--- src/rtl/prog_loader_if.sv ---
// Handshake and program-memory write bus between the host byte stream and prog_loader.
// The slave modport is the loader's view; master is the host/memory side.
interface prog_loader_if #(
    parameter int ADDR_W  = 16,
    parameter int INSTR_W = 18
);
    logic               i_start;
    logic [7:0]         i_rx_data;
    logic               i_rx_valid;
    logic               o_rx_ready;
    logic [ADDR_W-1:0]  o_mem_addr;
    logic [INSTR_W-1:0] o_mem_data;
    logic               o_mem_we;
    logic               o_cpu_hold;
    logic               o_done;
    logic               o_error;
    logic [15:0]        o_words_loaded;

    modport slave (
        input  i_start, i_rx_data, i_rx_valid,
        output o_rx_ready, o_mem_addr, o_mem_data, o_mem_we,
        output o_cpu_hold, o_done, o_error, o_words_loaded
    );

    modport master (
        output i_start, i_rx_data, i_rx_valid,
        input  o_rx_ready, o_mem_addr, o_mem_data, o_mem_we,
        input  o_cpu_hold, o_done, o_error, o_words_loaded
    );
endinterface

--- src/rtl/prog_loader.sv ---
// Assembles 3-byte, 18-bit instructions from a byte stream and writes them to program memory,
// holding the CPU until a full image is in place. Define PROG_LOADER_CHECKSUM_EN for a trailing XOR byte.
module prog_loader #(
    parameter int ADDR_W    = 16,
    parameter int INSTR_W   = 18,
    parameter int BASE_ADDR = 0
) (
    input  logic          i_clock,
    input  logic          i_reset_n,
    prog_loader_if.slave  bus
);

    typedef enum logic [3:0] {
        IDLE,
        LEN_HI,
        LEN_LO,
        B0,
        B1,
        B2,
        WRITE,
`ifdef PROG_LOADER_CHECKSUM_EN
        CHK,
`endif
        DONE,
        ERROR
    } state_t;

    localparam logic [ADDR_W-1:0] BASE      = ADDR_W'(BASE_ADDR);
    localparam longint            MAX_WORDS = (64'd1 << ADDR_W) - 64'(BASE_ADDR);

    // Where a load goes once every word is written (or the count was zero).
`ifdef PROG_LOADER_CHECKSUM_EN
    localparam state_t FINISH = CHK;
`else
    localparam state_t FINISH = DONE;
`endif

    state_t             state_q, state_d;
    logic               ready_q, we_q, hold_q, done_q, error_q;
    logic [ADDR_W-1:0]  addr_q;
    logic [INSTR_W-1:0] data_q;
    logic [15:0]        count_q, words_q;
    logic [1:0]         hiBits_q;
    logic [7:0]         midByte_q;
`ifdef PROG_LOADER_CHECKSUM_EN
    logic [7:0]         chkSum_q;
`endif

    logic        accept;
    logic [15:0] lenFull;
    logic [15:0] wordsInc;

    function automatic logic isRxState(input state_t s);
        case (s)
            LEN_HI, LEN_LO, B0, B1, B2: isRxState = 1'b1;
`ifdef PROG_LOADER_CHECKSUM_EN
            CHK:                        isRxState = 1'b1;
`endif
            default:                    isRxState = 1'b0;
        endcase
    endfunction

    assign accept   = bus.i_rx_valid && ready_q;
    assign lenFull  = {count_q[15:8], bus.i_rx_data};
    assign wordsInc = words_q + 16'd1;

    always_comb begin
        state_d = state_q;
        case (state_q)
            IDLE:   if (bus.i_start) state_d = LEN_HI;
            LEN_HI: if (accept) state_d = LEN_LO;
            LEN_LO: if (accept) begin
                if (64'(lenFull) > MAX_WORDS) state_d = ERROR;
                else if (lenFull == 16'd0)    state_d = FINISH;
                else                          state_d = B0;
            end
            B0:     if (accept) state_d = (bus.i_rx_data[7:2] != 6'd0) ? ERROR : B1;
            B1:     if (accept) state_d = B2;
            B2:     if (accept) state_d = WRITE;
            WRITE:  state_d = (wordsInc == count_q) ? FINISH : B0;
`ifdef PROG_LOADER_CHECKSUM_EN
            CHK:    if (accept) state_d = (bus.i_rx_data == chkSum_q) ? DONE : ERROR;
`endif
            DONE, ERROR: if (bus.i_start) state_d = LEN_HI;
            default: state_d = IDLE;
        endcase
    end

    // Outputs are registered from the next state so they line up with the state they describe.
    always_ff @(posedge i_clock) begin
        if (!i_reset_n) begin
            state_q   <= IDLE;
            ready_q   <= 1'b0;
            we_q      <= 1'b0;
            hold_q    <= 1'b1;
            done_q    <= 1'b0;
            error_q   <= 1'b0;
            addr_q    <= BASE;
            data_q    <= '0;
            count_q   <= '0;
            words_q   <= '0;
            hiBits_q  <= '0;
            midByte_q <= '0;
`ifdef PROG_LOADER_CHECKSUM_EN
            chkSum_q  <= '0;
`endif
        end else begin
            state_q <= state_d;
            ready_q <= isRxState(state_d);
            we_q    <= (state_d == WRITE);
            case (state_q)
                IDLE, DONE, ERROR: if (bus.i_start) begin
                    done_q  <= 1'b0;
                    error_q <= 1'b0;
                    hold_q  <= 1'b1;
                    addr_q  <= BASE;
                    words_q <= '0;
                end
                LEN_HI: begin
`ifdef PROG_LOADER_CHECKSUM_EN
                    chkSum_q <= '0;
`endif
                    if (accept) count_q[15:8] <= bus.i_rx_data;
                end
                LEN_LO: if (accept) count_q[7:0] <= bus.i_rx_data;
                B0: if (accept) begin
                    hiBits_q <= bus.i_rx_data[1:0];
`ifdef PROG_LOADER_CHECKSUM_EN
                    chkSum_q <= chkSum_q ^ bus.i_rx_data;
`endif
                end
                B1: if (accept) begin
                    midByte_q <= bus.i_rx_data;
`ifdef PROG_LOADER_CHECKSUM_EN
                    chkSum_q  <= chkSum_q ^ bus.i_rx_data;
`endif
                end
                B2: if (accept) begin
                    data_q <= INSTR_W'({hiBits_q, midByte_q, bus.i_rx_data});
`ifdef PROG_LOADER_CHECKSUM_EN
                    chkSum_q <= chkSum_q ^ bus.i_rx_data;
`endif
                end
                WRITE: begin
                    addr_q  <= addr_q + ADDR_W'(1);
                    words_q <= wordsInc;
                end
                default: ;
            endcase
            if (state_d == DONE) begin
                hold_q <= 1'b0;
                done_q <= 1'b1;
            end
            if (state_d == ERROR) error_q <= 1'b1;
        end
    end

    assign bus.o_rx_ready     = ready_q;
    assign bus.o_mem_we       = we_q;
    assign bus.o_mem_addr     = addr_q;
    assign bus.o_mem_data     = data_q;
    assign bus.o_cpu_hold     = hold_q;
    assign bus.o_done         = done_q;
    assign bus.o_error        = error_q;
    assign bus.o_words_loaded = words_q;

endmodule

--- src/flat_wrapper.sv ---
// flat-port wrapper written by rule: the top's interface ports become plain ports
module prog_loader_flat 
#(
    parameter int ADDR_W    = 16,
    parameter int INSTR_W   = 18,
    parameter int BASE_ADDR = 0
)
  (i_clock, i_reset_n, bus_i_start, bus_i_rx_data, bus_i_rx_valid, bus_o_rx_ready, bus_o_mem_addr, bus_o_mem_data, bus_o_mem_we, bus_o_cpu_hold, bus_o_done, bus_o_error, bus_o_words_loaded);
  prog_loader_if #(.ADDR_W(ADDR_W), .INSTR_W(INSTR_W)) bus_i ();
  input  logic i_clock;
  input  logic i_reset_n;
  input wire logic [$bits(bus_i.i_start)-1:0] bus_i_start;
  input wire logic [$bits(bus_i.i_rx_data)-1:0] bus_i_rx_data;
  input wire logic [$bits(bus_i.i_rx_valid)-1:0] bus_i_rx_valid;
  output wire logic [$bits(bus_i.o_rx_ready)-1:0] bus_o_rx_ready;
  output wire logic [$bits(bus_i.o_mem_addr)-1:0] bus_o_mem_addr;
  output wire logic [$bits(bus_i.o_mem_data)-1:0] bus_o_mem_data;
  output wire logic [$bits(bus_i.o_mem_we)-1:0] bus_o_mem_we;
  output wire logic [$bits(bus_i.o_cpu_hold)-1:0] bus_o_cpu_hold;
  output wire logic [$bits(bus_i.o_done)-1:0] bus_o_done;
  output wire logic [$bits(bus_i.o_error)-1:0] bus_o_error;
  output wire logic [$bits(bus_i.o_words_loaded)-1:0] bus_o_words_loaded;
  assign bus_i.i_start = bus_i_start;
  assign bus_i.i_rx_data = bus_i_rx_data;
  assign bus_i.i_rx_valid = bus_i_rx_valid;
  assign bus_o_rx_ready = bus_i.o_rx_ready;
  assign bus_o_mem_addr = bus_i.o_mem_addr;
  assign bus_o_mem_data = bus_i.o_mem_data;
  assign bus_o_mem_we = bus_i.o_mem_we;
  assign bus_o_cpu_hold = bus_i.o_cpu_hold;
  assign bus_o_done = bus_i.o_done;
  assign bus_o_error = bus_i.o_error;
  assign bus_o_words_loaded = bus_i.o_words_loaded;
  prog_loader #(.ADDR_W(ADDR_W), .INSTR_W(INSTR_W), .BASE_ADDR(BASE_ADDR)) u_core (.i_clock(i_clock), .i_reset_n(i_reset_n), .bus(bus_i));
endmodule
--- config.mk ---
export PLATFORM = sky130hd
export DESIGN_NAME = prog_loader_flat
export DESIGN_NICKNAME = d
export VERILOG_FILES = /design/src/rtl/prog_loader_if.sv /design/src/rtl/prog_loader.sv /design/src/flat_wrapper.sv
export SDC_FILE = /design/constraint.sdc
export NUM_CORES = 1
export LEC_CHECK = 0
export CAP_MARGIN = 20
export CORE_MARGIN = 2
export CORE_UTILIZATION = 58
export CTS_CLUSTER_SIZE = 25
export DETAILED_ROUTE_END_ITERATION = 8
export PLACE_DENSITY = 0.86
export SYNTH_ARGS = -nofsm -noshare
export SYNTH_HDL_FRONTEND = slang
export SYNTH_SLANG_ARGS = --single-unit
--- constraint.sdc ---
create_clock -name i_clock -period 4.4 [get_ports i_clock]
set_clock_uncertainty 0.1 [all_clocks]
set_input_delay 0.88 -clock i_clock [delete_from_list [all_inputs] [get_ports i_clock]]
set_output_delay 0.88 -clock i_clock [all_outputs]
set_load 0.02 [all_outputs]
# [Word level (Yosys, flattened, before mapping)]
# Index checks and enable logic that the tools add are counted.
[totals] regBits=85 out_inout_bits=55 elab_cells=73
[op_classes] eq_ne=18 n_reduce_logical=19 n_addsub=2 n_mux=21
[op_table] operator="$pmux 16 s2" count=2
[op_table] operator="$add 16x1->16 const B" count=2
[op_table] operator="$eq 4x3->1 const B" count=8
[op_table] operator="$mux 4" count=7
[op_table] operator="$pmux 4 s7" count=1
[op_table] operator="$eq 16x16->1" count=1
[op_table] operator="$eq 4x2->1 const B" count=4
[op_table] operator="$logic_not 16->1" count=1
[op_table] operator="$mux 16" count=1
[op_table] operator="$reduce_and 2->1" count=8
[op_table] operator="$reduce_bool 2->1" count=5
[op_table] operator="$eq 4x1->1 const B" count=2
[op_table] operator="$eq 4x4->1 const B" count=2
[op_table] operator="$mux 1" count=8
[op_table] operator="$mux 3" count=2
[op_table] operator="$reduce_bool 6->1" count=1
[op_table] operator="$reduce_or 5->1" count=1
[op_table] operator="$logic_not 4->1" count=1
[op_table] operator="$reduce_or 3->1" count=1
[op_table] operator="$ne 2x1->1 const B" count=1
[op_table] operator="$logic_and 1x1->1" count=1

# [Longest topological paths before layout]
# Gate-level depths: netlist of the first run.
[depth] ltp_word=7 ltp_mapped=8 depth_no_buf=7

# [Worst setup path before layout of the first run]
# Ideal clock, no wire load.
[synth_timing] path_type="input -> register" startpoint="input bus_i_rx_data[3]" endpoint="register u_core.hold_q, in the netlist u_core.bus.o_cpu_hold" required_ps=4184 setup_slack_ps=1948 arrival_time_ps=2236 cell_stages=6 path_buffers=0 setup_time_ps=116 cell_sequence="or4_1 o2111ai_1 and3_1 and4_1 nand4_1 o211a_1"
[synth_between] elab_chain_len=7 word_cells_on_any_way=12 classes_between="eq/ne (1); mux (6); reduce/logical (5)"
[synth_rtl] element="start: declaration" line_no="flat_wrapper.sv:13" rtl="input wire logic [$bits(bus_i.i_rx_data)-1:0] bus_i_rx_data;"
[synth_rtl] element="$logic_not 16->1 / $reduce_bool 6->1 (equally long branches)" line_no="prog_loader.sv:74, prog_loader.sv:77"
[synth_rtl] element="$mux 3 / $mux 4 (equally long branches)" line_no="prog_loader.sv:74, prog_loader.sv:77"
[synth_rtl] element="$mux 4 (on tied branches)" line_no="prog_loader.sv:72, prog_loader.sv:77"
[synth_rtl] element="$pmux 4 s7 *" line_no="prog_loader.sv:69" rtl="case (state_q)"
[synth_rtl] element="$eq 4x3->1 *" line_no="prog_loader.sv:150" rtl="if (state_d == DONE) begin"
[synth_rtl] element="$reduce_bool 2->1 (no line)"
[synth_rtl] element="$reduce_and 2->1 (no line)"
[synth_rtl] element="end signal: assignment" line_no="prog_loader.sv:95" rtl="hold_q <= 1'b1;"
[synth_rtl] element="end signal: assignment" line_no="prog_loader.sv:115" rtl="hold_q <= 1'b1;"
[synth_rtl] element="end signal: assignment" line_no="prog_loader.sv:151" rtl="hold_q <= 1'b0;"
[synth_rtl] element="end: declaration" line_no="prog_loader.sv:39" rtl="logic ready_q, we_q, hold_q, done_q, error_q;"
# Mark *: on every way between the ends. The rest lies on a longest branch, timed or not.
# A chain may end at the register's enable or synchronous reset.

# [Worst setup path in the final report of the first run]
# Ends and elaborated chain as after synthesis.

==> results of run 1 <==
## registers in the layout (all words and copies together), names as in the netlist
name	count
u_core.bus.o_mem_data	18
u_core.bus.o_mem_addr	16
u_core.bus.o_words_loaded	16
u_core.count_q	16
u_core.midByte_q	8
u_core.state_q	4
u_core.hiBits_q	2
u_core.bus.o_cpu_hold	1
u_core.bus.o_done	1
u_core.bus.o_error	1
u_core.bus.o_mem_we	1
u_core.bus.o_rx_ready	1
## cell usage after synthesis (all sizes together), types with 5 or more instances
cell type and number:
o21ai 21, a21oi 44, and3 12, mux2i 30, xnor2 12, xor2 13, and4 8, buf 11
nor4 6, nand2 74, or3 5, and2 8, nor2 53, nand3 21, nor3 9, clkbuf 16
a31oi 8, inv 6, dfxtp 85, nand4 8
## cells by family after synthesis
group           Yosys count  synth area share [%]
fa+ha+maj                 2                 0.602
flops                    85                  40.9
buf+inv                  33                  3.31
mux                      30                  7.22
simple gates            221                  27.2
compound gates          102                  15.5
xor+xnor                 25                  5.27
## layout by cell type (no fill, tap or decap), types with 4 or more instances in the layout
cell type and count:
nand2_1 74, and2_1 8, clkdlybuf4s50_1 66, and4_1 7, nand3_1 20, o211ai_1 4
dfxtp_1 85, clkbuf_8 9, xor2_1 13, a21oi_1 44, a22oi_1 4, o21ai_0 21
nor3_1 9, and3_1 9, nand4_1 6, a311oi_1 4, mux2i_1 30, nor4_1 5
nor2_1 53, or3_1 4, inv_1 5, nor2b_1 4, a31oi_1 8, xnor2_1 12
## through the flow
step	instance area, µm²	util [%]
floorplan	4160	-
global placement	4840	70.4
detailed placement	4840	70.4
CTS	5040	73.4
global route	5040	73.4
finish	5040	73.4
## routing by layer
metal / wire length [µm] / part of all wire, %
met2: 5100 / 49
met3: 609 / 5.8
met1: 4530 / 43
met4: 265 / 2.5
met5: 0 / 0
## cell type report
| class | instances | area share (%) |
|---|---|---|
| clock buffer | 9 | 2.46 |
| clock inverter | 7 | 1.61 |
| inverter | 6 | 0.447 |
| multi-input combinational | 380 | 46.0 |
| sequential | 85 | 33.7 |
| tap | 96 | 2.38 |
| timing repair buffer | 68 | 13.4 |
## critical path, stage by stage
cell and delay (ns):
clkdlybuf4s50_1 0.52, or4_1 0.62, o2111ai_1 0.27, and3_1 0.22, and4_1 0.19, nand4_1 0.16, o211a_1 0.18
## worst max path at each step
stage / endpoint / slack (ns) / depth (start not counted)
floorplan: u_core.bus.o_cpu_hold / 1.95 / 6
global placement: u_core.bus.o_cpu_hold / 1.32 / 7
detailed placement: u_core.bus.o_cpu_hold / 1.18 / 7
CTS: u_core.bus.o_cpu_hold / 1.54 / 7
global route: u_core.bus.o_cpu_hold / 1.40 / 7
finish: u_core.bus.o_cpu_hold / 1.49 / 7
## report_power, final
part,internal [mW],total (mW),leakage [nW],switching [mW]
combinational,0.0297,0.0817,1.17,0.0520
clock,0.272,0.576,0.106,0.305
sequential,0.773,0.779,0.685,0.00654
==> results.toml, run 1 <==
[worst_setup_path]
ff2ff_setup_slack_ns = 1.72
crit_fanout = 5
arrival_ns = 3.05
setup.worst_path.start = "bus_i_rx_data[3]"
cp.required_ns = 4.54
end_kind = "flop"
r2r_start = "u_core.state_q[2]"
worstSetupPathType = "in -> reg"
start_kind = "primary input"
r2r-end = "u_core.bus.o_words_loaded[15]"
reg2reg_depth = 6

[floorplan]
die_y_um = 88.7
core_area_um2 = 6870
start_util_pct = 60.5
die_w_um = 88.7
io_pins = 67
row_count = 30
dieArea_um2 = 7860

[grt]
use_met1_pct = 36.9
grt_overflow = 0
grt_max_degree = 53
grt_use_total_pct = 27.3
antenna_found_initial = 0
met3_usage_pct = 3.36
grt_pass1_vias = 3502
top_usage_layer = "met2"
grt_use_met2_pct = 44.4
grt_pass1_wl_mm = 17.0

[final_layout]
ff_latch_area_um2 = 1700
nNetsFinal = 564
n_antenna_cell = 0
fin_cells = 651
areaGrowthSynthToFinish_pct = 21.3
layout-drive-gt1-share_pct = 6.31
nFillCells = 527
multi_input_area_um2 = 2320

[power]
ir_drop_mv = 0.282
p_per_area_nw_per_um2 = 285
p_total_mw = 1.44
p_leak_nw = 1.96

[placement]
place_inst = 635
routabilityCongestion = 0.917
pre_cts_slack_ns = 1.18
port_buffers = 66
dpl.hpwl_mm = 7.29

[timing]
finalMaxSlewViolations = 0
final.period_utilization_pct = 66.1
fmax_mhz = 344
finalHoldViolations = 0
period_minus_slack_ns = 2.91
setup_violations = 0
fin_setup_tns_ns = 0
setup_ws_ns = 1.49
grt_setup_unrepaired = "no"
slew_headroom_pct = 36.3
hold_ws_ns = 0.357
worstMarginPinSlew_ns = 0.954

[route]
wirelength_mm = 10.5
vias = 3908
avgRoutedWirePerCell_um = 16.1
drtIter0Drc = 336
detail_route.first_pass.iterations = 5
vias_per_cell = 6.00
drc = 0
antenna_left = 0

[synth]
synth_edf_count = 0
synth_area_um2 = 4160
synth_area_leaders = "dfxtp_1 41%, mux2i_1 7.2%, nand2_1 6.7%"
yosys.area.top_type_share_pct = 40.9
synth_ff_type = "dfxtp_1"
ys_seq_elements = 85
synth_top_cell_by_area = "dfxtp_1"
ys_seq_area_share_pct = 40.9
yosysWarnings = 0
ys_types = 56
synthCells = 498
synth_area_per_cell_um2 = 8.35
async_reset_ff_share_pct = 0
synth.net_count = 512

[min_path]
min_to = "u_core.bus.o_mem_data[13]"
whs_path_depth = 2
hp-class = "reg -> reg"
min-delay-start = "u_core.midByte_q[5]"

[clocking]
path_clk_slew_ns = 0.10
cts_tree = "yes"
cts_resized = 0
cts_setup_buffers = 0
ctsHoldBuffers = 0
numCtsBuffers = 9
clk_latency_ns = 0.35
max-clock-path-buffers = 2
cts.sinks = 85
htree_num_levels = 3
clockRootBuffer = "clkbuf_8"

[run]
drv_cap = 0

[outcome]
run_status = "finished, final reports clean"
Note: power is estimated with default switching activity, not from simulation.
==> inputs of run 2 (changes only) <==
--- a/config.mk
+++ b/config.mk
@@ -7,10 +7,10 @@
 export LEC_CHECK = 0
 export CAP_MARGIN = 20
 export CORE_MARGIN = 2
-export CORE_UTILIZATION = 58
+export CORE_UTILIZATION = 54
 export CTS_CLUSTER_SIZE = 25
 export DETAILED_ROUTE_END_ITERATION = 8
-export PLACE_DENSITY = 0.86
+export PLACE_DENSITY = 0.8
 export SYNTH_ARGS = -nofsm -noshare
 export SYNTH_HDL_FRONTEND = slang
 export SYNTH_SLANG_ARGS = --single-unit
==> constraint.sdc (replaced) <==
create_clock -name i_clock -period 2.8 [get_ports i_clock]
set_clock_uncertainty 0.1 [all_clocks]
set_input_delay 0.56 -clock i_clock [delete_from_list [all_inputs] [get_ports i_clock]]
set_output_delay 0.56 -clock i_clock [all_outputs]
set_load 0.02 [all_outputs]
==> results.toml, run 2 (synthesis results as in run 1) <==
[placement]
dpl.hpwl_mm = 7.91
routabilityCongestion = 0.937
place_area_um2 = 4970
port_buffers = 66

[clocking]
max-clock-path-buffers = 2
htree_num_levels = 3
numCtsBuffers = 9
clockRootBuffer = "clkbuf_8"
cts.sinks = 85
cts_tree = "yes"
cts_resized = 0
ctsHoldBuffers = 0
path_clk_slew_ns = 0.10
cts_setup_buffers = 0
clk_latency_ns = 0.36

[timing]
finalMaxSlewViolations = 0
fin_setup_tns_ns = 0
finalHoldViolations = 0
setup_violations = 0
slew_headroom_pct = 62.6
final.period_utilization_pct = 91.0
period_minus_slack_ns = 2.55
worstMarginPinSlew_ns = 0.559
grt_setup_unrepaired = "no"
fmax_mhz = 393

[route]
vias_per_cell = 5.94
drtIter0Drc = 250
wirelength_mm = 11.2
avgRoutedWirePerCell_um = 16.7
detail_route.first_pass.iterations = 5
dr_wl_met2_mm = 5.35
wl_met3_um = 672
drc = 0
routed.top_layer = "met4"
wl_met1_mm = 4.97
antenna_left = 0
vias = 3981

[final_layout]
fin_util_pct = 70.2
nFillCells = 575
largest_reg_flops = 18
areaGrowthSynthToFinish_pct = 24.4
mostFrequentLayoutCell = "dfxtp_1"
nNetsFinal = 580
layout-drive-gt1-share_pct = 8.93
layout_common_cells = "85 x dfxtp_1, 74 x nand2_1, 66 x clkdlybuf4s50_1"
n_antenna_cell = 0
design_area_um2 = 5170

[worst_setup_path]
cpMaxStageDelayCell = "nor4_1"
slowest_delay_ns = 0.52
worstSetupPathType = "reg -> reg"
arrival_ns = 2.71
end_kind = "flop"
crit_fanout = 6
start_kind = "flop"
worstPathCellList = "ha_1 -> nand3_1 -> nor4_1 -> xnor2_1 -> and4_4 -> nand4_2 -> and3_2"
cp.required_ns = 2.96

[power]
combPwrFrac_pct = 6.6
p_leak_nw = 2.04
p_total_mw = 2.25
power.internal_mw = 1.63
pwr-share-seq_pct = 54.5
ir_drop_mv = 0.318
switching_power_mw = 0.622
p_per_area_nw_per_um2 = 435
clkPwrFrac_pct = 38.9
sw_frac_of_total_pct = 27.6

[min_path]
hp-class = "reg -> reg"

[grt]
grt_use_total_pct = 26.4
grt_overflow = 0
grt_max_degree = 46
grt_pass1_wl_mm = 18.1
grt_pass1_vias = 3762
antenna_found_initial = 0

[floorplan]
die_w_um = 91.7
row_count = 31
die_y_um = 91.7
start_util_pct = 56.4
dieArea_um2 = 8420
core_area_um2 = 7370
io_pins = 67

[run]
drv_cap = 0

[outcome]
run_status = "finished, final reports clean"
[run 2: changes by cell type in the layout (fill, tap and decap cells not counted)]
| cell | delta |
|---|---|
| buf_4 | +15 |
| inv_8 | +2 |
| buf_12 | +1 |
| bufinv_16 | -1 |
| clkinv_2 | -1 |
| clkinv_4 | -1 |
| clkinv_8 | +1 |
| clkinvlp_4 | +1 |
| inv_6 | -1 |
[run 2: worst paths after layout]
check	startpoint	end	slack [ns]	cells past startpoint
worst max-delay path	u_core.bus.o_words_loaded[1]	u_core.bus.o_rx_ready	0.25	7
worst min-delay path	u_core.bus.o_mem_data[3]	u_core.bus.o_mem_data[3]	0.36	2
worst max register to register	u_core.bus.o_words_loaded[1]	u_core.bus.o_rx_ready	0.25	7
worst min register to register	u_core.bus.o_mem_data[3]	u_core.bus.o_mem_data[3]	0.36	2
[run 2: per-layer routing]
| layer | GRT usage (%) | vias to the layer above |
|---|---|---|
| met1 | 34.6 | 1889 |
| li1 | - | 1904 |
| met5 | 0 | - |
| met3 | 4.77 | 21 |
| met2 | 44.4 | 167 |
| met4 | 8.21 | 0 |
[run 2: power groups by stage]
| stage | Sequential [mW] | Combinational [mW] | Clock (mW) |
|---|---|---|---|
| final | 1.22 | 0.148 | 0.876 |
| after global routing | 1.23 | 0.159 | 0.931 |
| after CTS | 1.22 | 0.145 | 0.883 |
| after detailed placement | 1.25 | 0.144 | 0 |
| after global placement | 1.25 | 0.141 | 0 |
| after floorplan | 1.25 | 0.0775 | 0 |
[run 2: per-stage QoR]
step           instances  hold slack, ns  setup slack (ns)
6_report             670           0.359             0.253
3_5_place_dp         654           0.346            0.0266
4_1_cts              670           0.360             0.310
2_1_floorplan        498           0.331             0.459
3_3_place_gp         654           0.339            0.0941
5_1_grt              670           0.378             0.136
[run 2: layout make-up]
type,count,area [µm²],area share (%)
tap,99,124,2.39
clock buffer,9,124,2.39
inverter,6,22.5,0.435
timing repair buffer,84,808,15.6
sequential,85,1700,32.9
clock inverter,7,75.1,1.45
multi-input combinational,380,2320,44.8
[run 2: critical path, delay by kind of cell, from the launching register on]
kind	cells	cell delay (ns)
xor+xnor	1	0.20
fa+ha+maj	1	0.30
flops	1	0.48
simple gates	5	1.36
